<file path="src/rtl/icap_pkg.sv">
// Shared types and helpers for the ICAP stream writer.
package icap_pkg;

  localparam int ICAP_W = 32;

  typedef enum logic [2:0] {
    IDLE,
    REQ,
    GNT,
    WRITE,
    DRAIN,
    RELEASE
  } state_t;

  // Reverse the bit order inside each byte (ICAP configuration bit order).
  function automatic logic [ICAP_W-1:0] bitswap32(input logic [ICAP_W-1:0] d);
    logic [ICAP_W-1:0] r;
    r = '0;
    for (int k = 0; k < 4; k++) begin
      for (int j = 0; j < 8; j++) begin
        r[8*k+j] = d[8*k+7-j];
      end
    end
    return r;
  endfunction

endpackage

</file>
<file path="src/rtl/icap_stream_writer.sv">
// Arbiter client that streams AXI-Stream bitstream words into a shared ICAP,
// releasing the port only at bitstream boundaries or before the first word.
module icap_stream_writer
  import icap_pkg::*;
#(
  parameter bit          BIT_SWAP    = 1'b1,
  parameter int unsigned REQ_HOLDOFF = 2
) (
  input  logic              icap_clk,
  input  logic              icap_reset,
  input  logic [ICAP_W-1:0] s_axis_tdata,
  input  logic              s_axis_tvalid,
  input  logic              s_axis_tlast,
  output logic              s_axis_tready,
  output logic              cap_req,
  input  logic              cap_gnt,
  input  logic              cap_rel,
  output logic              icap_csib,
  output logic              icap_rdwrb,
  output logic [ICAP_W-1:0] icap_i,
  input  logic              icap_avail,
  input  logic              icap_prerror,
  output logic              busy,
  output logic              done_pulse,
  output logic              err_sticky
);

  localparam logic [3:0] HOLDOFF_INIT = 4'(REQ_HOLDOFF);

  state_t            state;
  logic [3:0]        holdoff;
  logic              avail_q;
  logic              accept;
  logic [ICAP_W-1:0] wdata;

  // tready only depends on registered state, so it never forms a loop with tvalid.
  assign s_axis_tready = ((state == WRITE) && avail_q) || (state == DRAIN);
  assign accept        = s_axis_tvalid && s_axis_tready;
  assign wdata         = BIT_SWAP ? bitswap32(s_axis_tdata) : s_axis_tdata;

  always_ff @(posedge icap_clk) begin
    if (icap_reset) begin
      state      <= IDLE;
      holdoff    <= '0;
      avail_q    <= 1'b0;
      cap_req    <= 1'b0;
      icap_csib  <= 1'b1;
      icap_rdwrb <= 1'b1;
      icap_i     <= '0;
      busy       <= 1'b0;
      done_pulse <= 1'b0;
      err_sticky <= 1'b0;
    end else begin
      avail_q    <= icap_avail && !icap_prerror;
      done_pulse <= 1'b0;
      icap_csib  <= 1'b1;
      case (state)
        IDLE: begin
          if (holdoff != 4'd0) holdoff <= holdoff - 4'd1;
          if (s_axis_tvalid && (holdoff <= 4'd1)) begin
            state   <= REQ;
            cap_req <= 1'b1;
            busy    <= 1'b1;
          end
        end
        REQ: begin
          if (cap_gnt) begin
            state      <= GNT;
            icap_rdwrb <= 1'b0;
          end
        end
        GNT: begin
          if (cap_rel || !cap_gnt) state <= RELEASE;
          else if (icap_avail) state <= WRITE;
        end
        WRITE: begin
          // A lost grant or ICAP error abandons the rest of this bitstream.
          if (!cap_gnt || icap_prerror) begin
            err_sticky <= 1'b1;
            state      <= (accept && s_axis_tlast) ? RELEASE : DRAIN;
          end else if (accept) begin
            icap_i    <= wdata;
            icap_csib <= 1'b0;
            if (s_axis_tlast) begin
              done_pulse <= 1'b1;
              state      <= RELEASE;
            end
          end
        end
        DRAIN: begin
          if (accept && s_axis_tlast) state <= RELEASE;
        end
        RELEASE: begin
          cap_req    <= 1'b0;
          icap_rdwrb <= 1'b1;
          if (!cap_gnt && !cap_req) begin
            state   <= IDLE;
            busy    <= 1'b0;
            holdoff <= HOLDOFF_INIT;
          end
        end
        default: state <= IDLE;
      endcase
    end
  end

endmodule
</file>
<file path="config.mk">
export PLATFORM = sky130hd
export DESIGN_NAME = icap_stream_writer
export DESIGN_NICKNAME = d
export VERILOG_FILES = /design/src/rtl/icap_pkg.sv /design/src/rtl/icap_stream_writer.sv
export SDC_FILE = /design/constraint.sdc
export NUM_CORES = 1
export LEC_CHECK = 0
export ABC_AREA = 1
export BUFFER_PORTS_ARGS = -buffer_cell sky130_fd_sc_hd__buf_2
export CORE_UTILIZATION = 35
export DETAILED_ROUTE_END_ITERATION = 8
export GPL_TIMING_DRIVEN = 0
export PLACE_DENSITY_LB_ADDON = 0.25
export SYNTH_ARGS = -nofsm -noshare
export SYNTH_HDL_FRONTEND = slang
export SYNTH_SLANG_ARGS = --single-unit
export TNS_END_PERCENT = 100
</file>
<file path="constraint.sdc">
create_clock -name icap_clk -period 1.4 [get_ports icap_clk]
set_input_delay 0.21 -clock icap_clk [delete_from_list [all_inputs] [get_ports icap_clk]]
set_output_delay 0.21 -clock icap_clk [all_outputs]
set_load 0.005 [all_outputs]
</file>
== Word level (Yosys, flattened, before mapping) ==
Index checks and enable logic that the tools add are counted.
Storage, ports and cells
  bits in registers: 46
  output and inout bits: 39
  word-level logic and storage cells: 75
  bits of input ports: 40
Operators by class
  muxes and demuxes: 22
  reduce and logical (&&, ||, !) cells: 25
  bitwise logic cells: 3
  equality and inequality tests: 13
  $lt $le $gt $ge: 1
  $add $sub $neg: 1
Operators by type and width (number)
  $mux 3: 9
  $pmux 3 s6: 1
  $reduce_and 3->1: 3
  $mux 4: 2
  $ne 2x2->1 const B: 4
  $pmux 4 s2: 1
  $reduce_and 7->1: 1
  $eq 3x2->1 const B: 2
  $eq 3x3->1 const B: 2
  $logic_and 1x1->1: 6
  $mux 1: 6
  $ne 3x2->1 const B: 2
  $pmux 1 s2: 3
  $reduce_and 2->1: 3
  $le 4x1->1 const B: 1
  $reduce_bool 2->1: 2
  $reduce_bool 4->1: 1
  $reduce_or 4->1: 1
  $sub 4x1->4 const B: 1
  $eq 3x1->1 const B: 1
  $logic_not 1->1: 3
  $logic_not 3->1: 1
  $logic_or 1x1->1: 3
  $ne 3x3->1 const B: 1
  3 further kinds: 5

== Logic depth before layout (Yosys ltp) ==
  depth after elaboration: 8
  depth in mapped cells: 12
  mapped depth without buffers: 12

== Least setup slack after synthesis ==
Ideal clock, no wire load.
  kind: register to register
  from: reg holdoff[0]
  to: reg state[1]
  arrival: 1.268 ns
  period minus slack after synthesis: 1.338 ns
  library setup time: 0.070 ns
  data required time: 1.330 ns
  stages on the path, launching flop included: 13
  setup slack: 0.062 ns
  path buffers: 0
  path through: dfxtp_1 -> inv_1 -> ha_1 -> inv_1 -> nand2_1 -> nand3_1 -> nand2_2 -> nand2_1 -> nor2_2 -> nand2_1 -> inv_2 -> nand2_1 -> a21oi_1
Between the ends
  word-level cells in the longest chain between the ends: 4
Ends and longest elaborated chain
  start: declaration: line icap_stream_writer.sv:31  | logic [3:0] holdoff;
  start signal: assignment: line icap_stream_writer.sv:59  | if (holdoff != 4'd0) holdoff <= holdoff - 4'd1;
  $le 4x1->1: line icap_stream_writer.sv:60  | if (s_axis_tvalid && (holdoff <= 4'd1)) begin
  $logic_and 1x1->1: line icap_stream_writer.sv:60
  $ne 2x2->1 (no source line)
  $reduce_and 7->1 (no source line)
  end signal: assignment: line icap_stream_writer.sv:80  | state <= (accept && s_axis_tlast) ? RELEASE : DRAIN;
  end: declaration: line icap_stream_writer.sv:30  | state_t state;
No other way between the ends.
A chain may end at the register's enable or synchronous reset.

== Worst setup path after layout ==
  from: reg state[0]
  to: reg icap_i[20]
Between the ends
  word-level cells in the longest chain between the ends: 5
  elaborated cells between the ends (all ways): 6
  those cells by class: eq/ne: 2; reduce/logical: 4
Ends and longest elaborated chain
  $eq 3x2->1: line icap_stream_writer.sv:37, icap_stream_writer.sv:57
  $logic_and 1x1->1: line icap_stream_writer.sv:37  | assign s_axis_tready = ((state == WRITE) && avail_q) || (state == DRAIN);
  $logic_or 1x1->1: line icap_stream_writer.sv:37
  $logic_and 1x1->1: line icap_stream_writer.sv:38  | assign accept = s_axis_tvalid && s_axis_tready;
  $reduce_and 3->1 (no source line) (*)
  end signal: assignment: line icap_stream_writer.sv:82  | icap_i <= wdata;
  end: declaration: line icap_stream_writer.sv:20  | output logic [ICAP_W-1:0] icap_i,
Every way passes the cells marked *; elsewhere a longest branch is shown, timed or not.

==> results_dict.tcl <==
set metrics [dict create \
    die_area_um2 5740 \
    core_area_um2 5170 \
    ant_nets 0 \
    status "complete, no violations" \
    cts_tree "built" \
    hold_viol 0 \
    crit_buf_inv 3 \
    numCtsBuffers 5 \
    crit_start "state[0]" \
    io_buffers 78 \
    pwr-share-comb 0.378 \
    synth-edff-count 0 \
    critPathMaxStageDelay_ns 0.32 \
    r2r-end "icap_i[20]" \
    vdd_drop_max_mv 0.803 \
    num-nets-final 398 \
    hold_buffers 0 \
    pin_count 79 \
    cp_num_cells 9 \
    syn_nets 301 \
    leakage_nw 1.24 \
    ys_seq_area_frac 0.484 \
    final_common_cell "nand2_1" \
    synth_area_um2 1900 \
    path_clk_slew_ns 0.08 \
    clk_latency_ns 0.29 \
    crit_slowest_cell "dfxtp_2" \
    path_class "reg2reg" \
    die_h_um 75.8 \
    cp_cell_sequence "buf_6, nor2_4, nand2_2, nand2_4, nand3_4, clkinv_4, buf_8, nand2_1, a21oi_2" \
    crit_arrival_ns 1.58 \
    routed_via_density 4.52 \
    grt_usage 0.155 \
    yosysWarnings 0 \
    swShare 0.352 \
    path_max_fanout 10 \
    r2r_cells 9 \
    grt_pass1_wl_mm 6.81 \
    n_fill_cell 513 \
    drive_above_1_share 0.426 \
    switching_power_mw 1.29 \
    syn_inst 259 \
    grt_pass1_vias 1566 \
    endpoint "icap_i[20]" \
    gp_congestion 0.845 \
    avgRoutedWirePerCell_um 10.9 \
    critical-path-top-delay-family "simple AND/OR/NAND/NOR gates" \
    skew_ns 0.00544 \
    p_int_mw 2.37 \
    power_frac_seq 0.406 \
    fmaxAchievable_mhz 734 \
    clock-sinks 46 \
    crit_path_end_kind "flip-flop" \
    r2r_slack_ns 0.04 \
    finalCriticalPeriod_ns 1.36 \
    hpwl_mm 3.18 \
    grt-ovfl-total 0 \
    rows 26 \
    drv_cap 0 \
    critPathLaunchType "flip-flop" \
    initial_utilization 0.368 \
    worstMarginPinSlew_ns 0.566 \
    cts_buffer_depth 2 \
    fin_hold_ws_ns 0.0905 \
    post-place-ws_ns -0.114 \
    synth-async-reset-ratio 0 \
    clock_power_share 0.217 \
    final_cell_mix "nand2_1, buf_2, dfxtp_1" \
    drt-initial-drc-count 73 \
    worstPathRequired_ns 1.62 \
    slew_violations 0 \
    die_w_um 75.8 \
    yosysUniqueCellTypes 24 \
    rsz0062_at_grt "yes" \
    r2r-start "state[0]" \
    vias 1932 \
    drc 0 \
    htree_levels 2 \
    final.period_utilization 0.973 \
    cts_root_buf "clkbuf_8" \
    antenna_found_initial 0 \
    relSlewSlack 0.622 \
    ys_ff_latch 46 \
    hp-class "in2reg" \
    pwr_density_cell_nw_per_um2 1330 \
    grt_max_degree 15 \
    area_growth_pct 44.6 \
    wl_mm 4.68 \
    dr.pass1.iters 4 \
    finalSetupViolCount 0 \
    p_total_mw 3.66 \
    setup_ws_ns 0.0383 \
    antenna_cells 0 \
    syn_area_per_cell_um2 7.35 \
    synth_flop_cell "dfxtp_1" \
]
[through the flow]
stage                     utilization  cell area, um^2  TNS, ns  std cells
after CTS                       0.497             2570        0        421
final                           0.532             2750        0        427
after floorplan                     -             1900        0        259
after global routing            0.532             2750    -1.86        427
after global placement          0.461             2380    -1.67        407
after detailed placement        0.461             2380    -2.45        407
[worst min-delay path by stage]
stage | end | cells after the start | slack [ns] | from
3_3_place_gp | avail_q | 2 | 0.38 | icap_prerror
5_1_grt | avail_q | 2 | 0.07 | icap_prerror
6_report | avail_q | 2 | 0.09 | icap_prerror
3_5_place_dp | avail_q | 2 | 0.39 | icap_prerror
2_1_floorplan | avail_q | 1 | 0.28 | icap_prerror
4_1_cts | avail_q | 2 | 0.07 | icap_prerror
[worst reg2reg max path, cell delays in order, from the launching register on]
cell and delay, ns:
dfxtp_2 0.32, buf_6 0.13, nor2_4 0.11, nand2_2 0.08, nand2_4 0.10, nand3_4 0.11
clkinv_4 0.13, buf_8 0.14, nand2_1 0.07, a21oi_2 0.11
[state kept, by name (all words and copies together) (netlist names)]
register	count
icap_i	32
cap_req	1
icap_csib	1
holdoff	4
busy	1
err_sticky	1
avail_q	1
icap_rdwrb	1
state	3
done_pulse	1
[final cells by class]
type | instances | area (um^2) | area share
Timing Repair Buffer | 90 | 498 | 0.181
Inverter | 22 | 92.6 | 0.0336
Buffer | 12 | 100 | 0.0363
Clock inverter | 2 | 13.8 | 0.00500
Sequential cell | 46 | 930 | 0.338
Tap cell | 70 | 87.6 | 0.0318
Clock buffer | 6 | 72.6 | 0.0264
Multi-Input combinational cell | 179 | 960 | 0.348
[synthesized netlist by cell type (all sizes together), types with 2 or more instances]
library cell  number  share of area
nand2             96           0.19
dfxtp             46           0.48
a21oi             40           0.11
inv               21          0.041
nor2              15          0.035
nand3             12          0.037
buf                9          0.036
o21ai              7          0.018
clkbuf             3         0.0059
ha                 2          0.013
nand4              2         0.0066
[kinds of logic after synthesis]
kind of cell	Yosys count	share of synthesized area
compound gates	49	0.132
fa+ha+maj	2	0.0131
buf+inv	34	0.0861
flops	46	0.484
simple gates	128	0.285
[layer usage]
layer	part of all wire	GRT usage	routed length [um]
met1	0.44	0.189	2040
met2	0.49	0.260	2310
met3	0.065	0.0503	304
met4	0.0045	0.0432	21
met5	0	0	0
[power groups by stage]
stage	combinational (mW)	sequential (mW)	clock, mW
floorplan	0.766	1.48	0
global placement	0.979	1.49	0
detailed placement	0.980	1.49	0
CTS	1.16	1.47	0.828
global route	1.57	1.50	0.892
finish	1.38	1.48	0.794
[repair_timing]
action / 4_1_cts / 5_1_grt
cloned: 0 / 1
buffers inserted: 6 / 5
endpoints found under the setup margin: 40 / 41
pin swaps: 6 / 11
resized for setup: 17 / 34
No activity file was read; power rests on OpenSTA's default activity.
